--- config.mk ---
export PLATFORM = sky130hd
export DESIGN_NAME = sigmoid_inverse
export DESIGN_NICKNAME = d
export VERILOG_FILES = /design/src/rtl/sigmoid_inverse_pkg.sv /design/src/rtl/FloatingAddition.sv /design/src/rtl/FloatingDivision.sv /design/src/rtl/sigmoid_inverse_addstep.sv /design/src/rtl/sigmoid_inverse.sv
export SDC_FILE = /design/constraint.sdc
export NUM_CORES = 2
export LEC_CHECK = 0
export ABC_AREA = 1
export CORE_MARGIN = 2
export CORE_UTILIZATION = 44
export DETAILED_ROUTE_END_ITERATION = 6
export PLACE_DENSITY = 0.59
export SYNTH_ARGS = -nofsm -noshare
export SYNTH_HDL_FRONTEND = slang
export SYNTH_HIERARCHICAL = 1
export SYNTH_SLANG_ARGS = --single-unit
export TNS_END_PERCENT = 50
--- constraint.sdc ---
create_clock -name clk -period 89.3 [get_ports clk]
set_input_delay 22.325 -clock clk [delete_from_list [all_inputs] [get_ports clk]]
set_output_delay 22.325 -clock clk [all_outputs]
set_load 0.1 [all_outputs]
--- src/rtl/sigmoid_inverse_pkg.sv ---
// Shared constants, state encodings and input classification for the
// fast-sigmoid inverse and the other activation-layer blocks.
package sigmoid_inverse_pkg;

    localparam logic [31:0] FP_ONE     = 32'h3F80_0000;
    localparam logic [31:0] FP_NEG_ONE = 32'hBF80_0000;
    localparam logic [31:0] FP_POS_INF = 32'h7F80_0000;
    localparam logic [31:0] FP_NEG_INF = 32'hFF80_0000;
    localparam logic [31:0] FP_QNAN    = 32'h7FC0_0000;

    typedef enum logic [2:0] {
        IDLE = 3'd0,
        DBL  = 3'd1,
        SUB  = 3'd2,
        DEN  = 3'd3,
        DIV  = 3'd4,
        OUT  = 3'd5
    } stateT;

    typedef enum logic [1:0] {
        SPEC_NONE,
        SPEC_NAN,
        SPEC_POS_INF,
        SPEC_NEG_INF
    } specialT;

    // Activations outside the open interval (0,1) have no finite preimage.
    function automatic specialT classifyInput(input logic [31:0] y);
        if ((&y[30:23]) && (|y[22:0]))
            classifyInput = SPEC_NAN;
        else if (!y[31] && (y[30:0] >= FP_ONE[30:0]))
            classifyInput = SPEC_POS_INF;
        else if (y[31] || (y[30:0] == 31'd0))
            classifyInput = SPEC_NEG_INF;
        else
            classifyInput = SPEC_NONE;
    endfunction

endpackage

--- src/rtl/FloatingAddition.sv ---
// Combinational IEEE-754 single-precision adder, round-to-nearest-even,
// with full subnormal support on inputs and outputs.
module FloatingAddition (
    input  logic [31:0] i_a,
    input  logic [31:0] i_b,
    output logic [31:0] o_result
);

    logic        w_aNan, w_bNan, w_aInf, w_bInf;
    logic [31:0] w_big, w_small;
    logic [7:0]  w_expBig, w_expSmall, w_expDiff, w_shift;
    logic [23:0] w_mantBig, w_mantSmall;
    logic [50:0] w_alignWide;
    logic [26:0] w_mantAligned, w_norm;
    logic [27:0] w_sum;
    logic [4:0]  w_lz;
    logic [9:0]  w_expNorm;
    logic        w_roundUp;
    logic [24:0] w_rounded;
    logic [32:0] w_enc;

    function automatic logic [4:0] leadingZeros(input logic [26:0] v);
        leadingZeros = 5'd27;
        for (int i = 0; i <= 26; i++)
            if (v[i]) leadingZeros = 5'(26 - i);
    endfunction

    // Align the smaller magnitude with three extra bits (guard, round, sticky),
    // add or subtract, renormalise without dropping below the subnormal exponent.
    always_comb begin
        w_aNan = (&i_a[30:23]) && (|i_a[22:0]);
        w_bNan = (&i_b[30:23]) && (|i_b[22:0]);
        w_aInf = (&i_a[30:23]) && !(|i_a[22:0]);
        w_bInf = (&i_b[30:23]) && !(|i_b[22:0]);

        w_big   = (i_b[30:0] > i_a[30:0]) ? i_b : i_a;
        w_small = (i_b[30:0] > i_a[30:0]) ? i_a : i_b;

        w_expBig    = (w_big[30:23] == 8'd0) ? 8'd1 : w_big[30:23];
        w_expSmall  = (w_small[30:23] == 8'd0) ? 8'd1 : w_small[30:23];
        w_mantBig   = {(w_big[30:23] != 8'd0), w_big[22:0]};
        w_mantSmall = {(w_small[30:23] != 8'd0), w_small[22:0]};
        w_expDiff   = w_expBig - w_expSmall;

        w_alignWide   = {w_mantSmall, 27'd0} >> ((w_expDiff > 8'd50) ? 8'd50 : w_expDiff);
        w_mantAligned = {w_alignWide[50:25], w_alignWide[24] | (|w_alignWide[23:0])};

        if (w_big[31] == w_small[31])
            w_sum = {1'b0, w_mantBig, 3'd0} + {1'b0, w_mantAligned};
        else
            w_sum = {1'b0, w_mantBig, 3'd0} - {1'b0, w_mantAligned};

        w_lz      = leadingZeros(w_sum[26:0]);
        w_shift   = 8'd0;
        w_expNorm = {2'd0, w_expBig};
        w_norm    = w_sum[26:0];
        if (w_sum[27]) begin
            w_expNorm = {2'd0, w_expBig} + 10'd1;
            w_norm    = {w_sum[27:2], w_sum[1] | w_sum[0]};
        end else begin
            if ({3'd0, w_lz} < (w_expBig - 8'd1))
                w_shift = {3'd0, w_lz};
            else
                w_shift = w_expBig - 8'd1;
            w_expNorm = {2'd0, w_expBig - w_shift};
            w_norm    = w_sum[26:0] << w_shift;
        end

        w_roundUp = w_norm[2] & (w_norm[3] | w_norm[1] | w_norm[0]);
        w_rounded = {1'b0, w_norm[26:3]} + {24'd0, w_roundUp};
        w_enc     = ({23'd0, w_expNorm - 10'd1} << 23) + {8'd0, w_rounded};

        if (w_aNan || w_bNan || (w_aInf && w_bInf && (i_a[31] != i_b[31])))
            o_result = 32'h7FC0_0000;
        else if (w_aInf)
            o_result = i_a;
        else if (w_bInf)
            o_result = i_b;
        else if (w_sum == 28'd0)
            o_result = {i_a[31] & i_b[31], 31'd0};
        else if (w_enc >= 33'h0_7F80_0000)
            o_result = {w_big[31], 8'hFF, 23'd0};
        else
            o_result = {w_big[31], w_enc[30:0]};
    end

endmodule

--- src/rtl/FloatingDivision.sv ---
// Combinational IEEE-754 single-precision divider, round-to-nearest-even.
// Subnormal operands and results are flushed to signed zero.
module FloatingDivision (
    input  logic [31:0] i_a,
    input  logic [31:0] i_b,
    output logic [31:0] o_result
);

    logic               w_sign, w_aZero, w_bZero, w_aMax, w_bMax;
    logic               w_aNan, w_bNan, w_preShift, w_roundUp;
    logic [23:0]        w_mantA, w_mantB;
    logic [24:0]        w_rem, w_rounded;
    logic [25:0]        w_quot;
    logic [22:0]        w_frac;
    logic signed [10:0] w_exp;

    // Restoring long division: 26 quotient bits give mantissa, guard and round.
    always_comb begin
        w_sign  = i_a[31] ^ i_b[31];
        w_aZero = (i_a[30:23] == 8'd0);
        w_bZero = (i_b[30:23] == 8'd0);
        w_aMax  = &i_a[30:23];
        w_bMax  = &i_b[30:23];
        w_aNan  = w_aMax && (|i_a[22:0]);
        w_bNan  = w_bMax && (|i_b[22:0]);
        w_mantA = {1'b1, i_a[22:0]};
        w_mantB = {1'b1, i_b[22:0]};

        w_preShift = (w_mantA < w_mantB);
        w_rem      = w_preShift ? {w_mantA, 1'b0} : {1'b0, w_mantA};
        w_quot     = 26'd0;
        for (int i = 25; i >= 0; i--) begin
            if (w_rem >= {1'b0, w_mantB}) begin
                w_quot[i] = 1'b1;
                w_rem     = w_rem - {1'b0, w_mantB};
            end
            w_rem = w_rem << 1;
        end

        w_roundUp = w_quot[1] & (w_quot[0] | (|w_rem) | w_quot[2]);
        w_rounded = {1'b0, w_quot[25:2]} + {24'd0, w_roundUp};
        w_frac    = w_rounded[24] ? w_rounded[23:1] : w_rounded[22:0];
        w_exp     = $signed({3'd0, i_a[30:23]}) - $signed({3'd0, i_b[30:23]}) + 11'sd127
                  - $signed({10'd0, w_preShift}) + $signed({10'd0, w_rounded[24]});

        if (w_aNan || w_bNan || (w_aMax && w_bMax) || (w_aZero && w_bZero))
            o_result = 32'h7FC0_0000;
        else if (w_aMax || w_bZero)
            o_result = {w_sign, 8'hFF, 23'd0};
        else if (w_aZero || w_bMax)
            o_result = {w_sign, 31'd0};
        else if (w_exp >= 11'sd255)
            o_result = {w_sign, 8'hFF, 23'd0};
        else if (w_exp <= 11'sd0)
            o_result = {w_sign, 31'd0};
        else
            o_result = {w_sign, w_exp[7:0], w_frac};
    end

endmodule

--- src/rtl/sigmoid_inverse_addstep.sv ---
// The single shared adder with its operand selection for the DBL, SUB and
// DEN steps of the inverse-sigmoid sequence.
module sigmoid_inverse_addstep
    import sigmoid_inverse_pkg::*;
(
    input  stateT       i_state,
    input  logic [31:0] i_y,
    input  logic [31:0] i_t,
    input  logic [30:0] i_sMag,
    output logic [31:0] o_sum
);

    logic [31:0] w_opA;
    logic [31:0] w_opB;

    // Forcing the sign bit of s gives 1 - |s| without a separate abs step.
    always_comb begin
        w_opA = i_y;
        w_opB = i_y;
        case (i_state)
            SUB: begin
                w_opA = i_t;
                w_opB = FP_NEG_ONE;
            end
            DEN: begin
                w_opA = FP_ONE;
                w_opB = {1'b1, i_sMag};
            end
            default: begin
                w_opA = i_y;
                w_opB = i_y;
            end
        endcase
    end

    FloatingAddition u_add (
        .i_a      (w_opA),
        .i_b      (w_opB),
        .o_result (o_sum)
    );

endmodule

--- src/rtl/sigmoid_inverse.sv ---
// Recovers the pre-activation x = s/(1-|s|), s = 2y-1, from a fast-sigmoid
// activation y using one shared adder and one divider over six states.
module sigmoid_inverse
    import sigmoid_inverse_pkg::*;
(
    input  logic        clk,
    input  logic        rst,
    input  logic        in_valid,
    output logic        in_ready,
    input  logic [31:0] num,
    output logic        out_valid,
    input  logic        out_ready,
    output logic [31:0] result
);

    stateT       r_state;
    specialT     r_special;
    logic        r_loaded;
    logic        r_inReady;
    logic        r_outValid;
    logic [31:0] r_y, r_t, r_s, r_d, r_result;
    logic [31:0] w_addSum;
    logic [31:0] w_quotient;

    assign in_ready  = r_inReady;
    assign out_valid = r_outValid;
    assign result    = r_result;

    sigmoid_inverse_addstep u_addStep (
        .i_state (r_state),
        .i_y     (r_y),
        .i_t     (r_t),
        .i_sMag  (r_s[30:0]),
        .o_sum   (w_addSum)
    );

    FloatingDivision u_div (
        .i_a      (r_s),
        .i_b      (r_d),
        .o_result (w_quotient)
    );

    // The accepted activation spends one cycle registered in IDLE before the
    // datapath starts, so every operation takes exactly five cycles to OUT.
    always_ff @(posedge clk) begin
        if (rst) begin
            r_state    <= IDLE;
            r_special  <= SPEC_NONE;
            r_loaded   <= 1'b0;
            r_inReady  <= 1'b1;
            r_outValid <= 1'b0;
            r_y        <= 32'd0;
            r_t        <= 32'd0;
            r_s        <= 32'd0;
            r_d        <= 32'd0;
            r_result   <= 32'd0;
        end else begin
            case (r_state)
                IDLE: begin
                    if (r_loaded) begin
                        r_loaded <= 1'b0;
                        r_state  <= DBL;
                    end else if (in_valid && r_inReady) begin
                        r_y       <= num;
                        r_special <= classifyInput(num);
                        r_inReady <= 1'b0;
                        r_loaded  <= 1'b1;
                    end
                end
                DBL: begin
                    r_t     <= w_addSum;
                    r_state <= SUB;
                end
                SUB: begin
                    r_s     <= w_addSum;
                    r_state <= DEN;
                end
                DEN: begin
                    r_d     <= w_addSum;
                    r_state <= DIV;
                end
                DIV: begin
                    case (r_special)
                        SPEC_NAN:     r_result <= FP_QNAN;
                        SPEC_POS_INF: r_result <= FP_POS_INF;
                        SPEC_NEG_INF: r_result <= FP_NEG_INF;
                        default:      r_result <= w_quotient;
                    endcase
                    r_outValid <= 1'b1;
                    r_state    <= OUT;
                end
                OUT: begin
                    if (out_ready) begin
                        r_outValid <= 1'b0;
                        r_inReady  <= 1'b1;
                        r_state    <= IDLE;
                    end
                end
                default: begin
                    r_state <= IDLE;
                end
            endcase
        end
    end

endmodule

* Word level (Yosys, flattened, before mapping)
Cells that the tools add are included.
Word-level totals: register bits after elaboration 168, input bits 36, word-level logic and storage cells 280, output and inout bits 34
Cells by class: shifts and indexed selects 2, eq/ne operators 14, order comparisons 34, bitwise operators 11, reduce and logical (&&, ||, !) cells 51, add/sub/neg operators 40, mux-type cells 118
Operator list (number):
- $ge A25 B24 Y1 | 26
- $mux W24 | 26
- $sub A24 B24 Y24 | 26
- $mux W32 | 7
- $mux W31 | 5
- $mux W5 | 26
- $pmux W32 S2 | 2
- $reduce_or A23 Y1 | 5
- $pmux W32 S3 | 1
- $shr A51 B8 Y51 | 1
- $add A24 B1 Y25 | 2
- $reduce_or A24 Y1 | 2
- $mux W8 | 5
- $reduce_and A8 Y1 | 5
- $add A33 B25 Y33 | 1
- $ge A33 B31 Y1 const B | 1
- $mux W1 | 33
- $logic_not A8 Y1 | 4
- $ge A31 B30 Y1 const B | 1
- $gt A31 B31 Y1 | 1
- $logic_not A31 Y1 | 1
- $add A27 B27 Y28 | 1
- $logic_not A28 Y1 | 1
- $mux W28 | 1
- 44 further kinds | 86

* Longest topological paths before layout
word-level depth 67, mapped depth 699, depth with buffers taken out 640

* Modules after synthesis
Netlist, hierarchy kept.
By module, submodules not included:
- FloatingDivision | cells each 5796, seq. area each 0.0 um2, times used 1, area an instance 34637.0 um2
- FloatingAddition | cells each 2245, seq. area each 0.0 um2, times used 1, area an instance 11469.8 um2
- sigmoid_inverse | cells each 787, seq. area each 3363.2 um2, times used 1, area an instance 6233.5 um2
- sigmoid_inverse_addstep | cells each 187, seq. area each 0.0 um2, times used 1, area an instance 954.7 um2

* Least setup slack after synthesis
OpenSTA, ideal clock, no wires.
kind register to register, start point reg r_d[15], end point reg r_result[16], in the netlist result[16], setup time 0.070 ns, path buffers 60, data required time 89.230 ns, data arrival time 86.064 ns, clock period less this slack 86.135 ns, path slack 3.165 ns, stages on the path, launching flop included 684, path through dfxtp_1 -> inv_1 -> ha_1 -> a21o_1 -> nor2_1 -> nand2_1 -> a21oi_2 -> nand2_4 -> inv_2 -> clkbuf_1 -> clkbuf_1 -> o21ai_0 -> ha_1 -> a21oi_1 -> nand2_1 -> nand2_2 -> nand2_2 -> nand2_1 -> [648 not listed] -> ha_1 -> inv_1 -> fa_1 -> o21ai_0 -> a21oi_1 -> o21bai_1 -> xor2_1 -> inv_1 -> nand3_1 -> a31o_2 -> nand2_1 -> nor2_1 -> inv_1 -> nor2_2 -> nand3_4 -> o31ai_2 -> nand3_1 -> a21oi_1
On the way: longest elaborated chain between the ends 67, elaborated cells on any way between the ends 127, those cells by class 29 x add/sub; 29 x order compare; 60 x mux; 3 x bitwise; 6 x reduce/logical
RTL lines:
- start: declaration | RTL line sigmoid_inverse.sv:21 | logic [31:0] r_y, r_t, r_s, r_d, r_result;
- start signal: assignment | RTL line sigmoid_inverse.sv:79 | r_d <= w_addSum;
- $lt A24 B24 Y1 | RTL line FloatingDivision.sv:29 | w_preShift = (w_mantA < w_mantB);
- $mux W25 | RTL line FloatingDivision.sv:30 | w_rem = w_preShift ? {w_mantA, 1'b0} : {1'b0, w_mantA};
- $sub A24 B24 Y24 / $ge A25 B24 Y1 (equally long branches) | RTL line FloatingDivision.sv:35, FloatingDivision.sv:33
- $mux W24 | RTL line FloatingDivision.sv:33 | if (w_rem >= {1'b0, w_mantB}) begin
- $sub A24 B24 Y24 / $ge A25 B24 Y1 (equally long branches) | RTL line FloatingDivision.sv:35, FloatingDivision.sv:33
- $mux W24 | RTL line FloatingDivision.sv:33
- $sub A24 B24 Y24 / $ge A25 B24 Y1 (equally long branches) | RTL line FloatingDivision.sv:35, FloatingDivision.sv:33
- $mux W24 | RTL line FloatingDivision.sv:33
- [52 not listed]
- $le A11 B1 Y1 | RTL line FloatingDivision.sv:54 | else if (w_exp <= 11'sd0)
- $mux W31 | RTL line FloatingDivision.sv:54
- $mux W31 | RTL line FloatingDivision.sv:52 | else if (w_exp >= 11'sd255)
- $mux W31 | RTL line FloatingDivision.sv:50 | else if (w_aZero || w_bMax)
- $mux W31 | RTL line FloatingDivision.sv:48 | else if (w_aMax || w_bZero)
- $mux W32 * | RTL line FloatingDivision.sv:46 | if (w_aNan || w_bNan || (w_aMax && w_bMax) || (w_aZero && w_bZero))
- named net w_quotient[16] | RTL line sigmoid_inverse.sv:23 | logic [31:0] w_quotient;
- $pmux W32 S3 * | RTL line sigmoid_inverse.sv:83 | case (r_special)
- end signal: assignment | RTL line sigmoid_inverse.sv:87 | default: r_result <= w_quotient;
- end: declaration | RTL line sigmoid_inverse.sv:21
Mark *: on every way through the listed nets, which the timed path passes. The rest lies on a longest branch. A chain may end at the register's enable or synchronous reset.

* Worst setup path after layout
start point reg r_d[14], end point reg r_result[0], in the netlist result[0]
Same word-level chain as after synthesis.

==> run summary <==
Outcome: complete, but fails checks
Violated checks: design-rule violations
Async S/R FF share, synth: 0
Clock skew after layout: 0.0155 ns
Flop-to-flop setup slack: 7.64 ns
Number of inserted diodes: 0
Slowest cell on the critical path: sky130_fd_sc_hd__fa_1
Number of DRC markers in iteration 0: 5962
Synth Instances: 9015
Placeable core region: 120000 um^2
Final slew viol count: 0
XOR/XNOR Fraction of Synth Area: 0.101
Total number of nets in the final design: 9837
Arrival @ worst endpoint: 81.97 ns
Compound-Gate Fraction of Synth Area: 0.202
Worst r2r dst: result[0]$_SDFFE_PP0P_
CP Max Fanout: 38
Mapped Avg Cell Area: 5.91 um^2
Remaining number of nets flagged by the antenna check after routing: 0
Number of flops mapped to enable cells by yosys: 0
Post-synthesis instance area: 53300 um^2
Number of antenna violations at the first check in global routing: 5
Via/cell ratio: 5.58
Commonest non-fill, non-tap cell in the layout: sky130_fd_sc_hd__nand2_1
Via count of the first global-routing pass: 53400
Main combinational cell family by area after synthesis: simple AND/OR/NAND/NOR gates
Pre-antenna DRT Iters: 7
Clock latency at the later pin of the worst-skew pair: 0.46 ns
Start point of the critical path: r_d[14]$_SDFFE_PP0N_
Minimum hold slack: 0.449 ns
DRC viols: 9
Critical path endpoint: result[0]$_SDFFE_PP0P_
Area growth from synthesis to final layout: 8.42%
Required time worst endpoint: 89.61 ns
Share of cells above drive strength 1: 0.0935
Total I/O pin count: 70
Share of synthesized cell area in and, or, nand and nor gates: 0.356
Die extent in y: 352 um
Ys Warns: 6
Final cell count without fillers: 10700
Hold-fix buffer count after cts: 0
Crit path launch type: flop
First-pass GRT wire length: 302000 um
Area taken by flip-flops and latches: 3370 um^2
Clock transition at the register clock pins on the worst setup and hold paths after CTS: 0.08 ns
Number of placed cells counting well taps: 10600
Number of fill cells: 12700
Number of distinct library cells after synthesis: 88
Die outline area: 124000 um^2
Post-layout worst setup margin: 7.64 ns
Depth of the worst register-to-register path: 610
Buffer cell driving the clock tree root: sky130_fd_sc_hd__clkbuf_16
Count of endpoints failing setup in the final report: 0
Crit-path max cell delay: 0.48 ns
Final Cycle Share: 0.914
Horizontal die dimension: 352 um
Pin count of the biggest net entering global routing: 128
CTS Buf Count: 17
Clock H-tree levels: 4
Sort of element at the end of the critical path: flop
Max Cap Viol: 0
Hold depth: 2
Number of hold violations in the final report: 0
Remaining max-slew budget at the tightest pin: 0.0840
Reg-to-Reg Start: r_d[14]$_SDFFE_PP0N_
Transition time at the pin with the least slew margin: 1.36 ns
Portion of the post-synthesis area used by sequential elements: 0.0631
Flip-flop and latch count after synthesis: 168
Adder and majority cell fraction of the synthesized area: 0.167
TritonCTS clock tree: done
Primary FF master, synth: sky130_fd_sc_hd__dfxtp_1
Portion of netlist area occupied by mux cells: 0.000610
Buffers on Ports: 69
Commonest cells after routing, fill and taps aside: sky130_fd_sc_hd__nand2_1, sky130_fd_sc_hd__inv_1, sky130_fd_sc_hd__a21oi_1
Cell occurring most often along the worst timing path: sky130_fd_sc_hd__nand2_1
Post-DP HPWL: 156000 um
Bufs on Longest Clock Path: 2
Min Tclk post-route: 81.66 ns
Standard-cell rows: 127
Area of the multi-input gates: 44900 um^2
Critical path type: flop to flop
Wire length after detailed routing: 198000 um
Clock sinks: 168
Placement Setup Slack: -0.847 ns
Global placer's final weighted congestion: 0.990
Total number of vias: 59800
Timing-limited maximum frequency: 12.2 MHz
Detailed-route wire length per cell: 18.5 um
Combined global-route utilization of all metal layers: 0.300
Sum of overflow across all layers after global routing: 0
Hold Path Class: flop to flop
Effective utilization at floorplan: 0.444
## metrics by stage
stage	instance area, um^2	util	TNS (ns)
CTS	56300	0.469	0
floorplan	53300	-	0
global placement	55600	0.463	0
detailed placement	55600	0.463	-18.95
finish	57800	0.482	0
global route	57800	0.482	-19.62
## cell type report
| class | instances | area share |
|---|---|---|
| clock inverters | 15 | 0.00351 |
| repair buffers | 333 | 0.0472 |
| well taps | 1612 | 0.0349 |
| multi-input cells | 7501 | 0.777 |
| inverters | 1075 | 0.0718 |
| clock buffers | 17 | 0.00736 |
| flip-flops and latches | 168 | 0.0583 |
## worst min-delay path by stage
stage / startpoint / to / slack [ns]
3_5_place_dp: r_t[9]$_SDFFE_PP0P_ / r_t[9]$_SDFFE_PP0P_ / 0.44
2_1_floorplan: r_t[30]$_SDFFE_PP0P_ / r_t[30]$_SDFFE_PP0P_ / 0.42
6_report: r_t[9]$_SDFFE_PP0P_ / r_t[9]$_SDFFE_PP0P_ / 0.45
3_3_place_gp: r_t[0]$_SDFFE_PP0P_ / r_t[0]$_SDFFE_PP0P_ / 0.43
4_1_cts: r_t[9]$_SDFFE_PP0P_ / r_t[9]$_SDFFE_PP0P_ / 0.45
5_1_grt: r_t[8]$_SDFFE_PP0P_ / r_t[8]$_SDFFE_PP0P_ / 0.46
## cell usage after synthesis (48+ instances only)
| master | number | area, um^2 |
|---|---|---|
| sky130_fd_sc_hd__dfxtp_1 | 168 | 3360 |
| sky130_fd_sc_hd__or2_2 | 69 | 432 |
| sky130_fd_sc_hd__a21oi_1 | 776 | 3880 |
| sky130_fd_sc_hd__nand2_2 | 48 | 300 |
| sky130_fd_sc_hd__inv_2 | 69 | 259 |
| sky130_fd_sc_hd__inv_1 | 996 | 3740 |
| sky130_fd_sc_hd__nand2_4 | 48 | 541 |
| sky130_fd_sc_hd__buf_2 | 87 | 435 |
| sky130_fd_sc_hd__xnor2_1 | 232 | 2030 |
| sky130_fd_sc_hd__o21ai_0 | 621 | 3110 |
| sky130_fd_sc_hd__buf_6 | 53 | 597 |
| sky130_fd_sc_hd__o21bai_1 | 109 | 818 |
| sky130_fd_sc_hd__nor3_1 | 61 | 305 |
| sky130_fd_sc_hd__nand3_1 | 709 | 3550 |
| sky130_fd_sc_hd__nand4_1 | 162 | 1010 |
| sky130_fd_sc_hd__clkbuf_1 | 77 | 289 |
| sky130_fd_sc_hd__nand2_1 | 2341 | 8790 |
| sky130_fd_sc_hd__xor2_1 | 374 | 3280 |
| sky130_fd_sc_hd__nor2_1 | 566 | 2120 |
| sky130_fd_sc_hd__o21ai_1 | 220 | 1100 |
| sky130_fd_sc_hd__nor4_1 | 77 | 482 |
| sky130_fd_sc_hd__ha_1 | 697 | 8720 |
## layer usage
layer	track usage	vias up	wire length [um]
met3	0.0284	242	13300
li1	-	30300	-
met1	0.442	27300	95400
met5	0	-	0
met2	0.471	1963	84800
met4	0.0589	0	4540
## sequential cells by signal (all words and copies together), names as in the netlist
register / cells
r_loaded: 1
out_valid: 1
r_state: 3
in_ready: 1
r_special: 2
r_d: 32
r_s: 32
result: 32
r_y: 32
r_t: 32
## kinds of logic after synthesis
logic type | after synthesis
multiplexers | 2
other | 1
AND/OR/NAND/NOR | 4226
buffers and inverters | 1355
AO/OA/AOI/OAI | 1948
flip-flops | 168
adder cells (fa/ha/maj) | 705
XOR/XNOR | 610
## critical path, delay by kind of cell, from the launching register on
kind	cells	cell delay [ns]
AOI/OAI and AO/OA	283	40.60
and+or+nand+nor	221	22.87
buffers and inverters	76	7.03
DFF	1	0.38
adders and majority gates	30	10.29
## repair_timing
item                                    CTS  global route
endpoints found under the setup margin   31            31
cloned                                    1             7
buffers inserted                          2            76
gates resized for setup                  12           291
endpoints found under the hold margin     0             0
pin swaps                                 1           108
Power is not shown: default switching activity piles up to over one toggle a cycle in this logic, so the estimate is an artifact.
